===== src/rtl/uart_tx_buf.sv =====
`default_nettype none
// ============================================================================
// Module      : uart_tx_buf
// Description : Byte FIFO feeding an 8N1 UART transmitter. Incoming bytes are
//               queued and sent LSB first, with back-to-back frames whenever
//               more data is waiting. Bytes that arrive while the FIFO is full
//               are dropped, and a sticky overflow flag records the drop.
// Revision    : 1.0 - initial release
// ============================================================================
module uart_tx_buf #(
  parameter int CLK_DIV = 104,
  parameter int DEPTH   = 16
) (
  input  logic                   clk,
  input  logic                   rst_n,
  input  logic [7:0]             uart_data,
  input  logic                   uart_valid,
  input  logic                   ovf_clr,
  output logic                   tx,
  output logic                   busy,
  output logic                   overflow,
  output logic [$clog2(DEPTH):0] level
);

  localparam int                c_ADDR_W = $clog2(DEPTH);
  localparam int                c_LVL_W  = c_ADDR_W + 1;
  localparam logic [c_LVL_W-1:0] c_FULL  = c_LVL_W'(DEPTH);
  localparam logic [15:0]       c_RELOAD = 16'(CLK_DIV - 1);

  // Reject illegal parameterisations at elaboration time
  generate
    if (CLK_DIV < 2 || CLK_DIV > 65535) begin : g_clk_div_illegal
      $error("uart_tx_buf: CLK_DIV must lie in 2..65535");
    end
    if (DEPTH < 2 || (DEPTH & (DEPTH - 1)) != 0) begin : g_depth_illegal
      $error("uart_tx_buf: DEPTH must be a power of two, at least 2");
    end
  endgenerate

  typedef enum logic [1:0] {
    S_IDLE  = 2'd0,
    S_START = 2'd1,
    S_DATA  = 2'd2,
    S_STOP  = 2'd3
  } state_t;

  state_t              r_state;
  state_t              w_state_nxt;
  logic [7:0]          r_mem [DEPTH];
  logic [c_ADDR_W-1:0] r_wr_ptr;
  logic [c_ADDR_W-1:0] r_rd_ptr;
  logic [c_LVL_W-1:0]  r_level;
  logic [15:0]         r_cnt;
  logic [15:0]         w_cnt_nxt;
  logic [2:0]          r_bit_idx;
  logic [2:0]          w_bit_idx_nxt;
  logic [7:0]          r_shift;
  logic [7:0]          w_shift_nxt;
  logic                r_tx;
  logic                r_active;
  logic                r_ovf;
  logic                w_push;
  logic                w_drop;
  logic                w_pop;
  logic                w_full;
  logic                w_not_empty;
  logic                w_cnt_zero;

  // Fullness is judged on the occupancy before any same-cycle pop, so a pop
  // never makes room for a byte arriving in the same cycle.
  assign w_full      = (r_level == c_FULL);
  assign w_not_empty = (r_level != '0);
  assign w_push      = uart_valid && !w_full;
  assign w_drop      = uart_valid && w_full;
  assign w_cnt_zero  = (r_cnt == 16'd0);

  // Next-state, bit timing and FIFO pop decision for the transmitter
  always_comb begin
    w_state_nxt   = r_state;
    w_cnt_nxt     = r_cnt;
    w_bit_idx_nxt = r_bit_idx;
    w_shift_nxt   = r_shift;
    w_pop         = 1'b0;
    case (r_state)
      S_IDLE: begin
        if (w_not_empty) begin
          w_pop         = 1'b1;
          w_shift_nxt   = r_mem[r_rd_ptr];
          w_cnt_nxt     = c_RELOAD;
          w_bit_idx_nxt = 3'd0;
          w_state_nxt   = S_START;
        end
      end
      S_START: begin
        if (w_cnt_zero) begin
          w_cnt_nxt     = c_RELOAD;
          w_bit_idx_nxt = 3'd0;
          w_state_nxt   = S_DATA;
        end else begin
          w_cnt_nxt = r_cnt - 16'd1;
        end
      end
      S_DATA: begin
        if (w_cnt_zero) begin
          w_cnt_nxt   = c_RELOAD;
          w_shift_nxt = r_shift >> 1;
          if (r_bit_idx == 3'd7) begin
            w_state_nxt = S_STOP;
          end else begin
            w_bit_idx_nxt = r_bit_idx + 3'd1;
          end
        end else begin
          w_cnt_nxt = r_cnt - 16'd1;
        end
      end
      S_STOP: begin
        if (w_cnt_zero) begin
          if (w_not_empty) begin
            // Chain straight into the next frame with no idle gap
            w_pop         = 1'b1;
            w_shift_nxt   = r_mem[r_rd_ptr];
            w_cnt_nxt     = c_RELOAD;
            w_bit_idx_nxt = 3'd0;
            w_state_nxt   = S_START;
          end else begin
            w_cnt_nxt   = 16'd0;
            w_state_nxt = S_IDLE;
          end
        end else begin
          w_cnt_nxt = r_cnt - 16'd1;
        end
      end
      default: begin
        w_state_nxt = S_IDLE;
      end
    endcase
  end

  // Transmitter state, bit counter and shift register
  always_ff @(posedge clk or negedge rst_n) begin
    if (!rst_n) begin
      r_state   <= S_IDLE;
      r_cnt     <= 16'd0;
      r_bit_idx <= 3'd0;
      r_shift   <= 8'd0;
    end else begin
      r_state   <= w_state_nxt;
      r_cnt     <= w_cnt_nxt;
      r_bit_idx <= w_bit_idx_nxt;
      r_shift   <= w_shift_nxt;
    end
  end

  // Line driver: tx and the frame-active flag trail the state by one cycle
  always_ff @(posedge clk or negedge rst_n) begin
    if (!rst_n) begin
      r_tx     <= 1'b1;
      r_active <= 1'b0;
    end else begin
      case (r_state)
        S_START: r_tx <= 1'b0;
        S_DATA:  r_tx <= r_shift[0];
        default: r_tx <= 1'b1;
      endcase
      r_active <= (r_state != S_IDLE);
    end
  end

  // FIFO pointers (wrap modulo DEPTH) and occupancy
  always_ff @(posedge clk or negedge rst_n) begin
    if (!rst_n) begin
      r_wr_ptr <= '0;
      r_rd_ptr <= '0;
      r_level  <= '0;
    end else begin
      if (w_push) begin
        r_wr_ptr <= r_wr_ptr + c_ADDR_W'(1);
      end
      if (w_pop) begin
        r_rd_ptr <= r_rd_ptr + c_ADDR_W'(1);
      end
      case ({w_push, w_pop})
        2'b10:   r_level <= r_level + c_LVL_W'(1);
        2'b01:   r_level <= r_level - c_LVL_W'(1);
        default: r_level <= r_level;
      endcase
    end
  end

  // FIFO storage; contents are meaningless while the pointers are reset
  always_ff @(posedge clk) begin
    if (w_push) begin
      r_mem[r_wr_ptr] <= uart_data;
    end
  end

  // Sticky overflow flag; a drop wins over a simultaneous clear
  always_ff @(posedge clk or negedge rst_n) begin
    if (!rst_n) begin
      r_ovf <= 1'b0;
    end else if (w_drop) begin
      r_ovf <= 1'b1;
    end else if (ovf_clr) begin
      r_ovf <= 1'b0;
    end
  end

  assign tx       = r_tx;
  assign busy     = r_active || w_not_empty;
  assign overflow = r_ovf;
  assign level    = r_level;

endmodule
`default_nettype wire


===== config.mk =====
export PLATFORM = sky130hd
export DESIGN_NAME = uart_tx_buf
export DESIGN_NICKNAME = d
export VERILOG_FILES = /design/src/rtl/uart_tx_buf.sv
export SDC_FILE = /design/constraint.sdc
export NUM_CORES = 1
export LEC_CHECK = 0
export BUFFER_PORTS_ARGS = -buffer_cell sky130_fd_sc_hd__clkbuf_2
export CELL_PAD_IN_SITES_DETAIL_PLACEMENT = 1
export CELL_PAD_IN_SITES_GLOBAL_PLACEMENT = 1
export CORE_ASPECT_RATIO = 0.7
export CORE_MARGIN = 10
export CORE_UTILIZATION = 57
export DETAILED_ROUTE_END_ITERATION = 16
export PLACE_DENSITY = 0.85
export SLEW_MARGIN = 20
export SYNTH_ARGS = -nofsm -noshare
export SYNTH_HDL_FRONTEND = slang
export SYNTH_SLANG_ARGS = --single-unit
export TNS_END_PERCENT = 50

===== constraint.sdc =====
create_clock -name clk -period 9 [get_ports clk]
set_clock_uncertainty 0.15 [all_clocks]
set_input_delay 0.45 -clock clk [delete_from_list [all_inputs] [get_ports clk]]
set_output_delay 0.45 -clock clk [all_outputs]
set_load 0.03 [all_outputs]

==> flow_summary.json <==
{
  "p_per_area_nw_per_um2": 360,
  "clk_latency_ns": 0.44,
  "drt_iter0_markers": 449,
  "cts_tree": "yes",
  "first_pass_iters": 7,
  "start_util_pct": 58.9,
  "via_count": 4434,
  "overflow": 0,
  "timing.hold.ws_ns": 0.0680,
  "via_per_inst": 6.62,
  "run_status": "completed",
  "drive_above_1_share_pct": 20.5,
  "arrival_ns": 4.25,
  "critPathKind": "reg2reg",
  "grt_pass1_vias": 4778,
  "ys_ff_latch": 173,
  "grt_pass1_wl_microns": 29300,
  "critPathBufInv": 2,
  "crit_required_ns": 9.21,
  "cts_buffers": 17,
  "portBuffers": 19,
  "setup-violations-final": 0,
  "die_h_microns": 115,
  "areaGrowthSynthToFinish_pct": 11.6,
  "rsz0062_at_grt": "false",
  "avgSynthCellArea_sq_um": 15.7,
  "drc": 0,
  "yosys.area.top_type": "edfxtp_1",
  "ant_nets": 0,
  "yosysTopAreaCellShare_pct": 51.8,
  "slew_headroom_pct": 31.7,
  "synthArstFlopShare_pct": 26.0,
  "pin_count": 20,
  "cts_setup_buffers": 0,
  "clockBufferDepth": 2,
  "power_mw": 2.98,
  "crit_path_start_kind": "flop",
  "die_w_microns": 156,
  "slew_violations": 0,
  "place_area_sq_um": 7660,
  "syn_inst": 473,
  "cp_top_family": "simple AND/OR/NAND/NOR gates",
  "synth_edf_count": 128,
  "synth-seq-area-share_pct": 67.0,
  "core_area_sq_um": 12600,
  "syn_area_sq_um": 7420,
  "gp_congestion": 0.839,
  "wl_per_cell_microns": 28.2,
  "synth_ff_type": "edfxtp_1",
  "period_needed_ns": 4.03,
  "hold_buffers": 1,
  "cts_resized": 0,
  "slowest_delay_ns": 0.57,
  "postRouteWirelength_microns": 18900,
  "hold_path_class": "in2reg",
  "final_hold_viol_count": 0,
  "row_count": 34,
  "fp.dieArea_sq_um": 18000,
  "critical-path-slowest-cell": "and4b_1",
  "tns_ns": 0,
  "diodes": 0,
  "grt_max_degree": 46,
  "grt_usage_pct": 22.1,
  "cp-end-kind": "flop",
  "cts.sinks": 173,
  "maxCapViolCount": 0,
  "leakagePower_nw": 3.02,
  "path_cells": "inv_1 > ha_1 > nor4b_2 > and4b_1 > a21oi_4 > nor3_4 > ha_1 > inv_1 > fa_1 > nor2b_1 > o21ai_0 > and3_1 > nor3_1 > xor2_1",
  "peakVddDrop_mv": 0.208,
  "fin_area_sq_um": 8280,
  "path_max_fanout": 8,
  "antenna_found_initial": 0,
  "root_buffer": "clkbuf_16",
  "num-fill-cells": 1112,
  "fmax_ghz": 0.248,
  "syn_nets": 504,
  "ys_warn_count": 0,
  "synth_cell_type_count": 59,
  "dp_hpwl_microns": 11300,
  "tightest_slew_ns": 1.02,
  "clkTransAtPathRegs_ns": 0.07,
  "synth.area.top_cells": "edfxtp_1 52%, dfrtp_1 15%, mux4_2 9.7%",
  "fin_crit_sh_pct": 44.8,
  "layout.nets": 526,
  "htreeDepth": 4
}
[layer usage]
metal  up-vias  track usage (%)  wire length [microns]
li1       1881                -                      -
met4         0             7.27                    451
met3        35             6.00                   1320
met2       195             36.1                   9270
met5         -                0                      0
met1      2323             28.6                   7870
[state kept, by name, summed over array words and instances (netlist names)]
name	cells
level	5
overflow	1
r_active	1
r_bit_idx	3
r_cnt	16
r_mem	128
r_rd_ptr	4
r_shift	8
r_state	2
r_wr_ptr	4
tx	1
[power by group]
| part | total, mW | internal, mW | switching (mW) |
|---|---|---|---|
| Sequential | 1.17 | 1.01 | 0.164 |
| Clock | 0.766 | 0.402 | 0.364 |
| Combinational | 1.04 | 0.416 | 0.625 |
| Total | 2.98 | 1.83 | 1.15 |
[kinds of logic after synthesis]
logic type / count (synthesis) / share of synthesized area (%)
mux: 38 / 10.7
simple gates: 99 / 7.10
buf+inv: 41 / 2.33
xor+xnor: 12 / 1.42
fa+ha+maj: 19 / 3.31
compound gates: 91 / 8.15
flops: 173 / 67.0
[per-stage QoR]
stage	worst slack (ns)	util, %	instances
finish	4.97	65.7	670
floorplan	5.75	-	473
global placement	5.38	60.8	637
global route	4.75	65.7	670
detailed placement	5.08	60.8	637
CTS	5.05	65.7	670
[synthesized netlist by cell type (3+ instances only)]
cell type  count
xor2_1         7
mux4_2        32
inv_1         18
xnor2_1        5
or3_1          3
mux2_1         3
clkbuf_1      13
nor2b_1        3
buf_2          6
nand2_1       18
nor3_1        16
ha_1          18
nand2b_1       5
a22oi_1       17
a31oi_1        5
edfxtp_1     128
o21ai_0       10
a22o_1         7
dfrtp_1       44
o21ai_1        3
a21oi_1       31
nor2_1        30
a211oi_1       3
and2_1         3
[area by class of cell]
cell class | count | area, sq um | area share, %
sequential | 173 | 4970 | 60.1
multi-input combinational | 259 | 2280 | 27.5
timing repair buffer | 26 | 150 | 1.81
inverter | 18 | 67.6 | 0.816
tap | 162 | 203 | 2.45
clock buffer | 17 | 425 | 5.14
clock inverter | 15 | 183 | 2.21
[worst paths after layout]
check	slack [ns]	to	startpoint	cells past startpoint
max	4.97	level[4]	r_cnt[1]	14
min	0.07	overflow	ovf_clr	2
max reg2reg	4.97	level[4]	r_cnt[1]	14
min reg2reg	0.34	tx	r_shift[0]	2
max in group asynchronous	7.74	r_rd_ptr[0]	rst_n	3
min in group asynchronous	0.51	r_cnt[13]	rst_n	3
[placed cells by master, fill, tap and decap left out, drive strengths merged, types with 6 or more instances in the layout]
cell	n
clkbuf	36
a21oi	32
xor2	7
o21ai	13
buf	6
nand2	18
edfxtp	128
a22oi	17
nor2	30
inv	29
mux4	32
ha	18
a22o	7
nor3	17
dfrtp	44
No activity file was read; power rests on OpenSTA's default activity.
